===== config.mk =====
export PLATFORM = sky130hd
export DESIGN_NAME = instr_prefetch_queue
export DESIGN_NICKNAME = d
export VERILOG_FILES = /design/src/rtl/instr_prefetch_queue_pkg.sv /design/src/rtl/pq_fifo.sv /design/src/rtl/instr_prefetch_queue.sv
export SDC_FILE = /design/constraint.sdc
export NUM_CORES = 1
export LEC_CHECK = 0
export BUFFER_PORTS_ARGS = -buffer_cell sky130_fd_sc_hd__buf_2
export CORE_MARGIN = 1
export CORE_UTILIZATION = 59
export DETAILED_ROUTE_END_ITERATION = 10
export GPL_TIMING_DRIVEN = 1
export HOLD_SLACK_MARGIN = 0.06
export MAX_ROUTING_LAYER = met4
export PLACE_DENSITY = 0.76
export SYNTH_ARGS = -nofsm -noshare
export SYNTH_HDL_FRONTEND = slang
export SYNTH_HIERARCHICAL = 1
export SYNTH_SLANG_ARGS = --single-unit

===== constraint.sdc =====
create_clock -name CLK -period 3.06 [get_ports CLK]
set_input_delay 0.153 -clock CLK [delete_from_list [all_inputs] [get_ports CLK]]
set_output_delay 0.153 -clock CLK [all_outputs]
set_load 0.05 [all_outputs]

===== src/rtl/instr_prefetch_queue_pkg.sv =====
// Shared definitions for the instruction prefetch queue.
//   fetch_state_e : fetch FSM states (idle / request outstanding / stale request)
//   WORD_STRIDE   : byte distance between sequential instruction words
package instr_prefetch_queue_pkg;

    typedef enum logic [1:0] {
        FS_IDLE    = 2'd0,
        FS_WAIT    = 2'd1,
        FS_DISCARD = 2'd2
    } fetch_state_e;

    localparam int unsigned WORD_STRIDE = 4;

endpackage


===== src/rtl/pq_fifo.sv =====
// Circular {pc, word} storage for the prefetch queue.
//   CLK, CLR          : clock, asynchronous active-low reset
//   clear             : synchronous discard of all entries (wins over push/pop)
//   push, push_pc,
//   push_word         : write one entry at the tail
//   pop               : advance the head (caller guarantees count != 0)
//   head_pc, head_word: oldest entry
//   count             : number of buffered entries
module pq_fifo
    import instr_prefetch_queue_pkg::*;
#(
    parameter int unsigned DATA_W = 32,
    parameter int unsigned ADDR_W = 8,
    parameter int unsigned DEPTH  = 4
) (
    input  logic                         CLK,
    input  logic                         CLR,
    input  logic                         clear,
    input  logic                         push,
    input  logic [ADDR_W-1:0]            push_pc,
    input  logic [DATA_W-1:0]            push_word,
    input  logic                         pop,
    output logic [ADDR_W-1:0]            head_pc,
    output logic [DATA_W-1:0]            head_word,
    output logic [$clog2(DEPTH+1)-1:0]   count
);

    localparam int unsigned PTR_W = $clog2(DEPTH);
    localparam int unsigned CNT_W = $clog2(DEPTH + 1);

    typedef struct packed {
        logic [ADDR_W-1:0] pc;
        logic [DATA_W-1:0] word;
    } entry_t;

    entry_t             mem [DEPTH];
    logic [PTR_W-1:0]   head;
    logic [PTR_W-1:0]   tail;

    // Pointers wrap at DEPTH, which need not be a power of two.
    function automatic logic [PTR_W-1:0] ptr_inc(input logic [PTR_W-1:0] p);
        return (p == PTR_W'(DEPTH - 1)) ? '0 : p + 1'b1;
    endfunction

    always_ff @(posedge CLK or negedge CLR) begin
        if (!CLR) begin
            head  <= '0;
            tail  <= '0;
            count <= '0;
            for (int unsigned i = 0; i < DEPTH; i++) begin
                mem[i] <= '0;
            end
        end else if (clear) begin
            head  <= '0;
            tail  <= '0;
            count <= '0;
        end else begin
            if (push) begin
                mem[tail].pc   <= push_pc;
                mem[tail].word <= push_word;
                tail           <= ptr_inc(tail);
            end
            if (pop) begin
                head <= ptr_inc(head);
            end
            case ({push, pop})
                2'b10:   count <= count + 1'b1;
                2'b01:   count <= count - 1'b1;
                default: count <= count;
            endcase
        end
    end

    assign head_pc   = mem[head].pc;
    assign head_word = mem[head].word;

    // Keeps CNT_W referenced for readers sizing external counters.
    logic [CNT_W-1:0] unused_cnt_w;
    assign unused_cnt_w = count;

endmodule


===== src/rtl/instr_prefetch_queue.sv =====
// Instruction prefetch queue: fetches sequential words ahead of the decoder.
//   CLK, CLR              : clock, asynchronous active-low reset
//   flush, flush_addr     : redirect; discards buffered/in-flight words
//   fetch_req, fetch_addr : memory read request, held until mem_ack
//   mem_ack, mem_data     : memory completion with same-cycle data
//   ir_valid, ir_out,
//   ir_pc                 : oldest buffered word and its fetch address
//   ir_take               : pop the head (ignored when ir_valid is 0)
//   level                 : number of buffered entries
module instr_prefetch_queue
    import instr_prefetch_queue_pkg::*;
#(
    parameter int unsigned DATA_W = 32,
    parameter int unsigned ADDR_W = 8,
    parameter int unsigned DEPTH  = 4
) (
    input  logic                         CLK,
    input  logic                         CLR,
    input  logic                         flush,
    input  logic [ADDR_W-1:0]            flush_addr,
    output logic                         fetch_req,
    output logic [ADDR_W-1:0]            fetch_addr,
    input  logic                         mem_ack,
    input  logic [DATA_W-1:0]            mem_data,
    output logic                         ir_valid,
    output logic [DATA_W-1:0]            ir_out,
    output logic [ADDR_W-1:0]            ir_pc,
    input  logic                         ir_take,
    output logic [$clog2(DEPTH+1)-1:0]   level
);

    localparam int unsigned CNT_W = $clog2(DEPTH + 1);

    fetch_state_e       state;
    logic [ADDR_W-1:0]  fetch_pc;
    logic [ADDR_W-1:0]  hold_pc;      // address of a request orphaned by a flush
    logic [CNT_W-1:0]   count;
    logic [CNT_W-1:0]   count_after_pop;
    logic [ADDR_W-1:0]  flush_pc;
    logic               pop;
    logic               push;
    logic               space_idle;
    logic               space_wait;

    assign ir_valid        = (count != '0);
    assign pop             = ir_take && ir_valid;
    assign push            = (state == FS_WAIT) && mem_ack && !flush;
    assign count_after_pop = count - CNT_W'(pop);
    assign flush_pc        = flush_addr & ~ADDR_W'(WORD_STRIDE - 1);

    // A request reserves its slot when issued, so the ack can never overflow.
    assign space_idle = (count_after_pop < CNT_W'(DEPTH));
    assign space_wait = (count_after_pop < CNT_W'(DEPTH - 1));

    always_ff @(posedge CLK or negedge CLR) begin
        if (!CLR) begin
            state    <= FS_IDLE;
            fetch_pc <= '0;
            hold_pc  <= '0;
        end else if (flush) begin
            fetch_pc <= flush_pc;
            case (state)
                FS_WAIT: begin
                    if (mem_ack) begin
                        state <= FS_IDLE;
                    end else begin
                        state   <= FS_DISCARD;
                        hold_pc <= fetch_pc;
                    end
                end
                // An ack arriving with the flush completes the stale request;
                // waiting on would leave the FSM expecting a second ack.
                FS_DISCARD: state <= mem_ack ? FS_IDLE : FS_DISCARD;
                default:    state <= FS_IDLE;
            endcase
        end else begin
            case (state)
                FS_IDLE: begin
                    if (space_idle) begin
                        state <= FS_WAIT;
                    end
                end
                FS_WAIT: begin
                    if (mem_ack) begin
                        fetch_pc <= fetch_pc + ADDR_W'(WORD_STRIDE);
                        if (!space_wait) begin
                            state <= FS_IDLE;
                        end
                    end
                end
                FS_DISCARD: begin
                    if (mem_ack) begin
                        state <= FS_IDLE;
                    end
                end
                default: state <= FS_IDLE;
            endcase
        end
    end

    assign fetch_req  = (state != FS_IDLE);
    assign fetch_addr = (state == FS_DISCARD) ? hold_pc : fetch_pc;

    pq_fifo #(
        .DATA_W (DATA_W),
        .ADDR_W (ADDR_W),
        .DEPTH  (DEPTH)
    ) u_fifo (
        .CLK       (CLK),
        .CLR       (CLR),
        .clear     (flush),
        .push      (push),
        .push_pc   (fetch_pc),
        .push_word (mem_data),
        .pop       (pop),
        .head_pc   (ir_pc),
        .head_word (ir_out),
        .count     (count)
    );

    assign level = count;

endmodule


-- After elaboration in Yosys (flattened, before gate mapping)
Cells that the tools add are included.
- logic and storage cells: 86
- register bits: 185
- input port bits: 45
- output and inout bits: 53
- add/subtract/negate cells: 6
- magnitude comparators: 5
- reductions and logical operators: 18
- equal/unequal tests: 10
- bitwise logic cells: 4
- muxes and demuxes: 29
- operator list (operator ; count):
    $bwmux 160 ; 2
    $demux 40 s2 ; 2
    $mux 40 ; 3
    $bmux 40 s2 ; 1
    $mux 32 ; 1
    $mux 8 ; 4
    $mux 2 ; 13
    $ne 3x3->1 const B ; 4
    $reduce_bool 2->1 ; 5
    $add 8x3->8 const B ; 1
    $eq 2x2->1 const B ; 4
    $ge 3x3->1 const B ; 2
    $not 2->3 ; 2
    $pmux 2 s3 ; 1
    $pmux 3 s2 ; 1
    $reduce_bool 3->1 ; 2
    $add 2x1->2 const B ; 2
    $eq 2x1->1 const B ; 2
    $logic_and 1x1->1 ; 4
    $reduce_and 2->1 ; 2
    $reduce_and 4->1 ; 1
    $add 3x1->3 const B ; 1
    $lt 3x1->1 const B ; 1
    $lt 3x2->1 const B ; 1
    9 further kinds ; 10

-- Logic depth before layout (Yosys ltp)
Gate-level depths: netlist of run 1.
- depth in word-level cells: 8
- mapped depth: 10
- gate-level depth less buffers: 9

-- By module
Netlist of run 1, hierarchy kept.
- by module, submodules not included (module ; times used ; cells an instance ; sequential area each (um^2) ; area each (um^2)):
    pq_fifo ; 1 ; 429 ; 4179.0 ; 7558.5
    instr_prefetch_queue ; 1 ; 87 ; 350.3 ; 874.6

-- Worst setup path after synthesis of run 1
Ideal clock, no wire load.
- kind: flip-flop to flip-flop
- start point: reg u_fifo.count[0]
- end point: reg u_fifo.count[2]
- slack: 0.218 ns
- cell stages (with the launch flop): 9
- library setup time: 0.124 ns
- arrival: 2.718 ns
- clock period less this slack: 2.842 ns
- cells stage by stage: dfrtp_1 or3_1 and2_1 clkbuf_1 and2b_2 fa_1 nor3b_1 o21ai_1 nor3b_1
- longest elaborated chain between the ends: 5
- elaborated cells between the ends (all ways): 9
- those cells by class: add/sub: 2; eq/ne: 2; mux: 2; reduce/logical: 3
- ends and longest elaborated chain (element ; line ; text):
    start, declared ; pq_fifo.sv:25 ; output logic [$clog2(DEPTH+1)-1:0] count
    start signal, assigned ; pq_fifo.sv:67 ; 2'b10: count <= count + 1'b1;
    start signal, assigned ; pq_fifo.sv:68 ; 2'b01: count <= count - 1'b1;
    start signal, assigned ; pq_fifo.sv:69 ; default: count <= count;
    $reduce_bool 3->1 (*) ; instr_prefetch_queue.sv:45 ; assign ir_valid = (count != '0);
    named net ir_valid ; instr_prefetch_queue.sv:25 ; output logic ir_valid,
    $logic_and 1x1->1 (*) ; instr_prefetch_queue.sv:46 ; assign pop = ir_take && ir_valid;
    named net pop ; instr_prefetch_queue.sv:40 ; logic pop;
    $eq 2x1->1 or $eq 2x2->1 (tied branches) ; pq_fifo.sv:66 ; case ({push, pop})
    $pmux 3 s2 ; pq_fifo.sv:66 ;
    $mux 3 ; pq_fifo.sv:53 ; end else if (clear) begin
The timed path passes the listed nets; every way through them passes the cells marked *.
A chain may end at the register's enable or synchronous reset.

-- Final worst setup path of run 1
- start point: reg state[1]
- end point: reg u_fifo.count[2]
- longest elaborated chain between the ends: 6
- elaborated cells between the ends (all ways): 8
- those cells by class: eq/ne: 3; mux: 2; reduce/logical: 3
- ends and longest elaborated chain (element ; line ; text):
    start, declared ; instr_prefetch_queue.sv:34 ; fetch_state_e state;
    start signal, assigned ; instr_prefetch_queue.sv:73 ; FS_DISCARD: state <= mem_ack ? FS_IDLE : FS_DISCARD;
    $eq 2x1->1 (*) ; instr_prefetch_queue.sv:47 ; assign push = (state == FS_WAIT) && mem_ack && !flush;
    $logic_and 1x1->1 (*) (2 in series) ; instr_prefetch_queue.sv:47 ;
    named net push ; instr_prefetch_queue.sv:41 ; logic push;
    $eq 2x1->1 or $eq 2x2->1 (tied branches) ; pq_fifo.sv:66 ;
    $pmux 3 s2 ; pq_fifo.sv:66 ;
    $mux 3 ; pq_fifo.sv:53 ;
Marks and branches as above.

==> results of run 1 <==
layout by cell type (no fill, tap or decap), types with 2 or more instances in the layout:
cell type	instances
nand2b_1	2
o21ai_0	2
clkinv_2	2
xor2_1	3
dfrtp_1	179
clkbuf_8	3
nand2_4	4
xnor2_1	6
mux2i_1	5
ha_1	11
nor3_1	3
buf_4	11
and2_1	2
buf_12	3
nor2_1	12
clkinvlp_4	4
conb_1	10
bufinv_16	2
clkbuf_16	17
mux4_2	40
dlygate4sd3_1	40
clkinv_4	3
mux2_4	35
buf_2	92
mux2_1	13
mux2_2	126
nand2_1	8
dfrtp_2	2
inv_1	7
nor3b_1	3
o21ai_1	8
critical path, stage by stage (launching register included):
cell and delay (ns):
dfrtp_1 0.40, inv_1 0.11, ha_1 0.23, nand2_1 0.16, nor2_1 0.29, and2b_2 0.27
fa_1 0.38, nor3b_1 0.27, o21ai_1 0.08, nor3b_1 0.14
flip-flops by register name, summed over array words and instances (netlist names):
name and flops:
u_fifo/count 3, u_fifo/tail 2, u_fifo/mem 160, state 2
fetch_pc 6, hold_pc 6, u_fifo/head 2
area by class of cell:
type / count / area (um^2)
sequential: 181 / 4532
fill: 865 / 3918
multi-input combinational: 303 / 3622
timing repair buffer: 147 / 1015
clock buffer: 21 / 470.5
tap: 180 / 225.2
clock inverter: 11 / 126.4
inverter: 7 / 26.28
metrics by stage:
stage          instance area, um^2  utilization, %  hold slack [ns]  cells  setup WS [ns]
2_1_floorplan                 8467               -          -0.1426    525         0.2182
3_3_place_gp                  9020           64.73           0.3049    778         0.6978
3_5_place_dp                  9020           64.73           0.3188    778         0.6361
4_1_cts                      10020           71.89           0.1421    850         0.6131
5_1_grt                      10020           71.89           0.1651    850         0.3596
6_report                     10020           71.89           0.1506    850         0.6072
power breakdown:
part	internal, mW	switching (mW)	total (mW)
clock	1.27	0.902	2.17
combinational	1.35	2.26	3.61
sequential	2.84	0.312	3.15
layer usage:
metal / wire length, um / share of wire, % / track usage, %
met1: 7236 / 45 / 32.63
met2: 7867 / 49 / 38.85
met3: 588 / 3.7 / 5.009
met4: 214 / 1.3 / 8.256
met5: 0 / 0 / -
cell families after synthesis:
family                   share of synthesized area (%)
multiplexers                                     36.07
flip-flops                                       53.71
AND/OR/NAND/NOR                                  2.849
buffers and inverters                            3.739
adder cells (fa/ha/maj)                          1.869
AO/OA/AOI/OAI                                   0.7864
XOR/XNOR                                        0.9348
other                                          0.04447
worst paths after layout:
kind	startpoint	end	slack, ns
setup / recovery	state[1]	u_fifo/count[2]	0.61
hold / removal	flush	u_fifo/tail[0]	0.15
setup reg to reg	state[1]	u_fifo/count[2]	0.61
hold reg to reg	hold_pc[6]	hold_pc[6]	0.49
max in group asynchronous	CLR	u_fifo/mem[148]	1.80
min in group asynchronous	CLR	u_fifo/mem[89]	0.38
==> summary.md, run 1 <==
| Metric | Value |
|---|---|
| H-tree lvl count | 4 |
| Type of the most critical hold path | in2reg |
| Clock tree from TritonCTS | built |
| Endpoints failing setup | 0 |
| Initial Util | 60.52% |
| Diode count | 0 |
| Fmax | between 400 and 500 MHz |
| Register area share after synthesis | a little over half |
| Drt first pass iters | 4 |
| Mean Syn Cell Area | roughly 16 um^2 |
| Remaining Overflow, GRT | 0 |
| FF-to-FF path depth | 9 |
| Top post-synthesis cells by area | dfrtp_1 54%, mux2_2 17%, mux4_2 11% |
| Drt drc | 0 |
| Clk_skew | around 0.0042 ns |
| Crit Path Class | reg2reg |
| Final hold vios | 0 |
| Rel. slew slack | approximately 39% |
| Clock sinks | 181 |
| Mapped Area | 0.008433 mm^2 |
| Post-DRT Antenna Nets | 0 |
| Die Height | 121.6 um |
| Count leader, synth | dfrtp_1 |
| Unrepaired setup endpoints after global routing | false |
| Outcome | finished clean |
| First-pass GRT wire length | roughly 27 mm |
| Synth Instances | approximately 520 |
| Leak | ~5 nW |
| Synth-to-Final Area Change | 18.78% |
| Placement row count | 43 |
| Slew Limit Fails | 0 |
| Core region area | about 0.014 mm^2 |
| Worst Setup End Kind | register |
| Clock-pin slew on the worst setup and hold paths | about 0.060 ns |
| CP required | about 3.4 ns |
| TritonCTS Buffers | 17 |
| Most used DFF post-synth | dfrtp_1 |
| Total power | between 8 and 9 mW |
| I/O pins | 98 |
| Asr flop ratio synth | between 90% and 100% |
| Max-cap check violation count | 0 |
| Post_cts resized | 0 |
| Clock Latency Late Sink | 0.43 ns |
| Final Wtd Congestion | between 0.7 and 0.8 |
| Commonest cells post-synth | 181 x dfrtp_1, 126 x mux2_2, 40 x mux4_2 |
| Largest area contributor in the netlist | dfrtp_1 |
| CP Data Arrival Time | roughly 2.8 ns |
| Per-cell routed wire length | around 19 um |
| Share of the synthesized area in the top cell type | between 50 and 60% |
| Via density | about 5.6 |
| Startpoint types | register |
| Post-CTS Setup Bufs | 0 |
| Final wirelength | ~16 mm |
| Total number of vias | roughly 4.8k |
| Starting DRT DRC Count | 236 |
| Crit share post-route | ~80% |
| Layout cell share with drive strength beyond 1 | 51.94% |
| Maximum vdd drop | 0.5767 mV |
| Slew @ Worst Pin | approximately 0.91 ns |
| EDFF count, synth | 0 |
| Die Area | around 0.015 mm^2 |
| CP max FO | 5 |
| Final worst path period need | 2.453 ns |
| Syn. warnings | 6 |
| Total GRT Usage | approximately 25% |
| Synth cell types | 36 |
| Register bit total from synthesis | approximately 180 |
| Initial antenna violation count | 0 |
| Largest net degree at the start of global routing | 100 |
| CTS Hold Bufs | 40 |
| PortBufs | 93 |
| Root buffer cell | clkbuf_16 |
| Nets@finish | 714 |
| Worst Hold Depth | 2 |
| Placed wire-length estimate | about 9.9 mm |
| Pwr per Cell Area | approximately 890 mW/mm^2 |
| Fin Setup TNS | 0 ns |
| Maximum clock path buffer count | 2 |
| Vias in the first global route | 5160 |
| Die Width | roughly 120 um |
No activity file was read; power rests on OpenSTA's default activity.
==> run 2: changes to the inputs <==
- clock period: 3.06 -> 2.5 ns (I/O delays scaled with it)
==> run 2 against run 1 <==
Non-clock buffer count grew 6. Critical endpoint unchanged. Sequential cell count is the same. Worst setup slack lost 0.39 ns. Global-route usage grew 0.78 points. Cell area grew 1.6%. Hold slack gained 0.0072 ns. Routed wire length grew 3.4%. Core utilization grew 1.1 points. Via count grew 1.4%. Die area is the same. Clock-buffer cell count shrank 3.
==> summary.md, run 2 (same netlist as run 1, synthesis figures left out) <==
| Metric | Value |
|---|---|
| Final hold vios | 0 |
| WHS | 0.1578 ns |
| Rel. slew slack | between 60% and 70% |
| Maximum vdd drop | 0.8433 mV |
| Clock Latency Late Sink | about 0.43 ns |
| Unrepaired setup endpoints after global routing | false |
| Largest Register | u_fifo/mem |
| PortBufs | 93 |
| Total power | between 10 and 15 mW |
| Endpoints failing setup | 0 |
| Most frequent cells in the layout | 176 x dfrtp_1, 126 x mux2_2, 92 x buf_2 |
| Fill cells | about 900 |
| Layout cell share with drive strength beyond 1 | roughly 54% |
| Type of the most critical hold path | in2reg |
| M3 GR Usage | 4.963% |
| Fmax | around 440 MHz |
| Slew @ Worst Pin | 0.5725 ns |
| Total GRT Usage | approximately 26% |
| Final Wtd Congestion | 0.7720 |
| Nets@finish | 720 |
| Maximum clock path buffer count | 2 |
| Die Height | between 100 and 150 um |
| Placement row count | 43 |
| Pwr per Cell Area | roughly 1100 mW/mm^2 |
| First-pass GRT wire length | around 27 mm |
| Crit Path Class | reg2reg |
| Buffers & Inverters on Critical Path | 1 |
| CP Data Arrival Time | 2.59 ns |
| Via density | roughly 5.6 |
| Leading registers by flop count | u_fifo/mem: 160 flops, fetch_pc: 6 flops, hold_pc: 6 flops |
| Crit share post-route | a little over 90% |
| Remaining Overflow, GRT | 0 |
| Worst Setup End Kind | register |
| Core region area | between 0.01 and 0.015 mm^2 |
| Root buffer cell | clkbuf_16 |
| Final worst path period need | ~2.3 ns |
| Die Area | between 0.01 and 0.015 mm^2 |
| Drt first pass iters | 4 |
| Per-cell routed wire length | a little under 20 um |
| Post-CTS Setup Bufs | 0 |
| Area taken by multi-input logic gates | around 0.0037 mm^2 |
| Starting DRT DRC Count | slightly above 200 |
| Post-DRT Antenna Nets | 0 |
| Top delay family on crit path | simple AND/OR/NAND/NOR gates |
| CP max FO | 5 |
| Largest register FFs | 160 |
| Synth-to-Final Area Change | 20.68% |
| Outcome | finished clean |
| Largest net degree at the start of global routing | 61 |
| Busiest grt layer | met2 |
| Leak | ~5.1 nW |
| GR Util met2 | between 40% and 50% |
| Max-cap check violation count | 0 |
| Vias in the first global route | 5409 |
| Most common cell after layout, fill and taps aside | dfrtp_1 |
| Fin Setup TNS | 0 ns |
| Reg2reg setup slack | about 0.22 ns |
| I/O pins | 98 |
| Initial Util | 60.52% |
| Cell mode on critical path | nor3b_2 |
| Slowest-stage cell, CP | dfrtp_1 |
| Initial antenna violation count | 0 |
| Startpoint types | register |
| Total number of vias | roughly 4.8k |
| Reg area | between 0.004 and 0.005 mm^2 |
| CP required | around 2.8 ns |
| H-tree lvl count | 4 |
| Clock-pin slew on the worst setup and hold paths | ~0.07 ns |
| TritonCTS Buffers | 17 |
| Clock sinks | 181 |
| Diode count | 0 |
| Placed wire-length estimate | around 11 mm |
| Clock tree from TritonCTS | built |
| Met1 Usage GRT | between 30% and 40% |
| Drt drc | 0 |
| Die Width | 121.6 um |
| Final wirelength | 16.45 mm |
| Clk_skew | about 0.01 ns |
| Slew Limit Fails | 0 |
| Post-layout util | around three quarters |
| Crit-path cells | inv_1 > ha_1 > nand2_1 > nor2_4 > and2b_2 > fa_2 > nor3b_2 > o21ai_1 > nor3b_2 |
| Slowest Stage Delay on Critical Path | roughly 0.41 ns |
run 2: layer usage:
metal / vias up / routed length [um]
li1: 2161 / -
met1: 2544 / 7127
met2: 100 / 8537
met3: 20 / 570
met4: 0 / 210
met5: - / 0
run 2: report_power, final:
group | internal (mW) | total (mW) | leakage [nW] | switching (mW)
logic | 1.71 | 4.49 | 2.36 | 2.78
clock network | 1.51 | 2.67 | 0.280 | 1.16
registers | 3.47 | 3.86 | 2.42 | 0.389
run 2: path summary, 6_finish.rpt:
path,startpoint,to,depth (start not counted)
max,state[1],u_fifo/count[2],9
min in group asynchronous,CLR,u_fifo/mem[133],2
max reg2reg,state[1],u_fifo/count[2],9
max in group asynchronous,CLR,u_fifo/mem[33],3
min reg2reg,hold_pc[4],hold_pc[4],1
min,ir_take,u_fifo/head[1],4
run 2: metrics by stage:
step / cell area (um^2) / setup WS (ns) / cells
CTS: 10170 / 0.1011 / 856
global route: 10180 / 0.04427 / 856
global placement: 9181 / 0.2049 / 784
floorplan: 8497 / 0.04383 / 525
finish: 10180 / 0.2212 / 856
detailed placement: 9181 / 0.1222 / 784
run 2: area by class of cell:
cell class / count / share of cell area [%]
clock buffers: 18 / 4.315
clock inverters: 14 / 1.463
inverters: 7 / 0.2582
multi-input cells: 303 / 35.91
flip-flops and latches: 181 / 44.57
well taps: 180 / 2.213
repair buffers: 153 / 11.27
run 2: worst min-delay path, delay by kind of cell:
kind	cells	cell delay, ns
buffers and inverters	1	0.08
AND/OR/NAND/NOR	2	0.27
multiplexers	1	0.08
run 2: timing repair:
item,CTS,global route
setup endpoints to repair,0,17
hold endpoints to repair,191,0
hold buffers,40,0
resized for setup,0,2
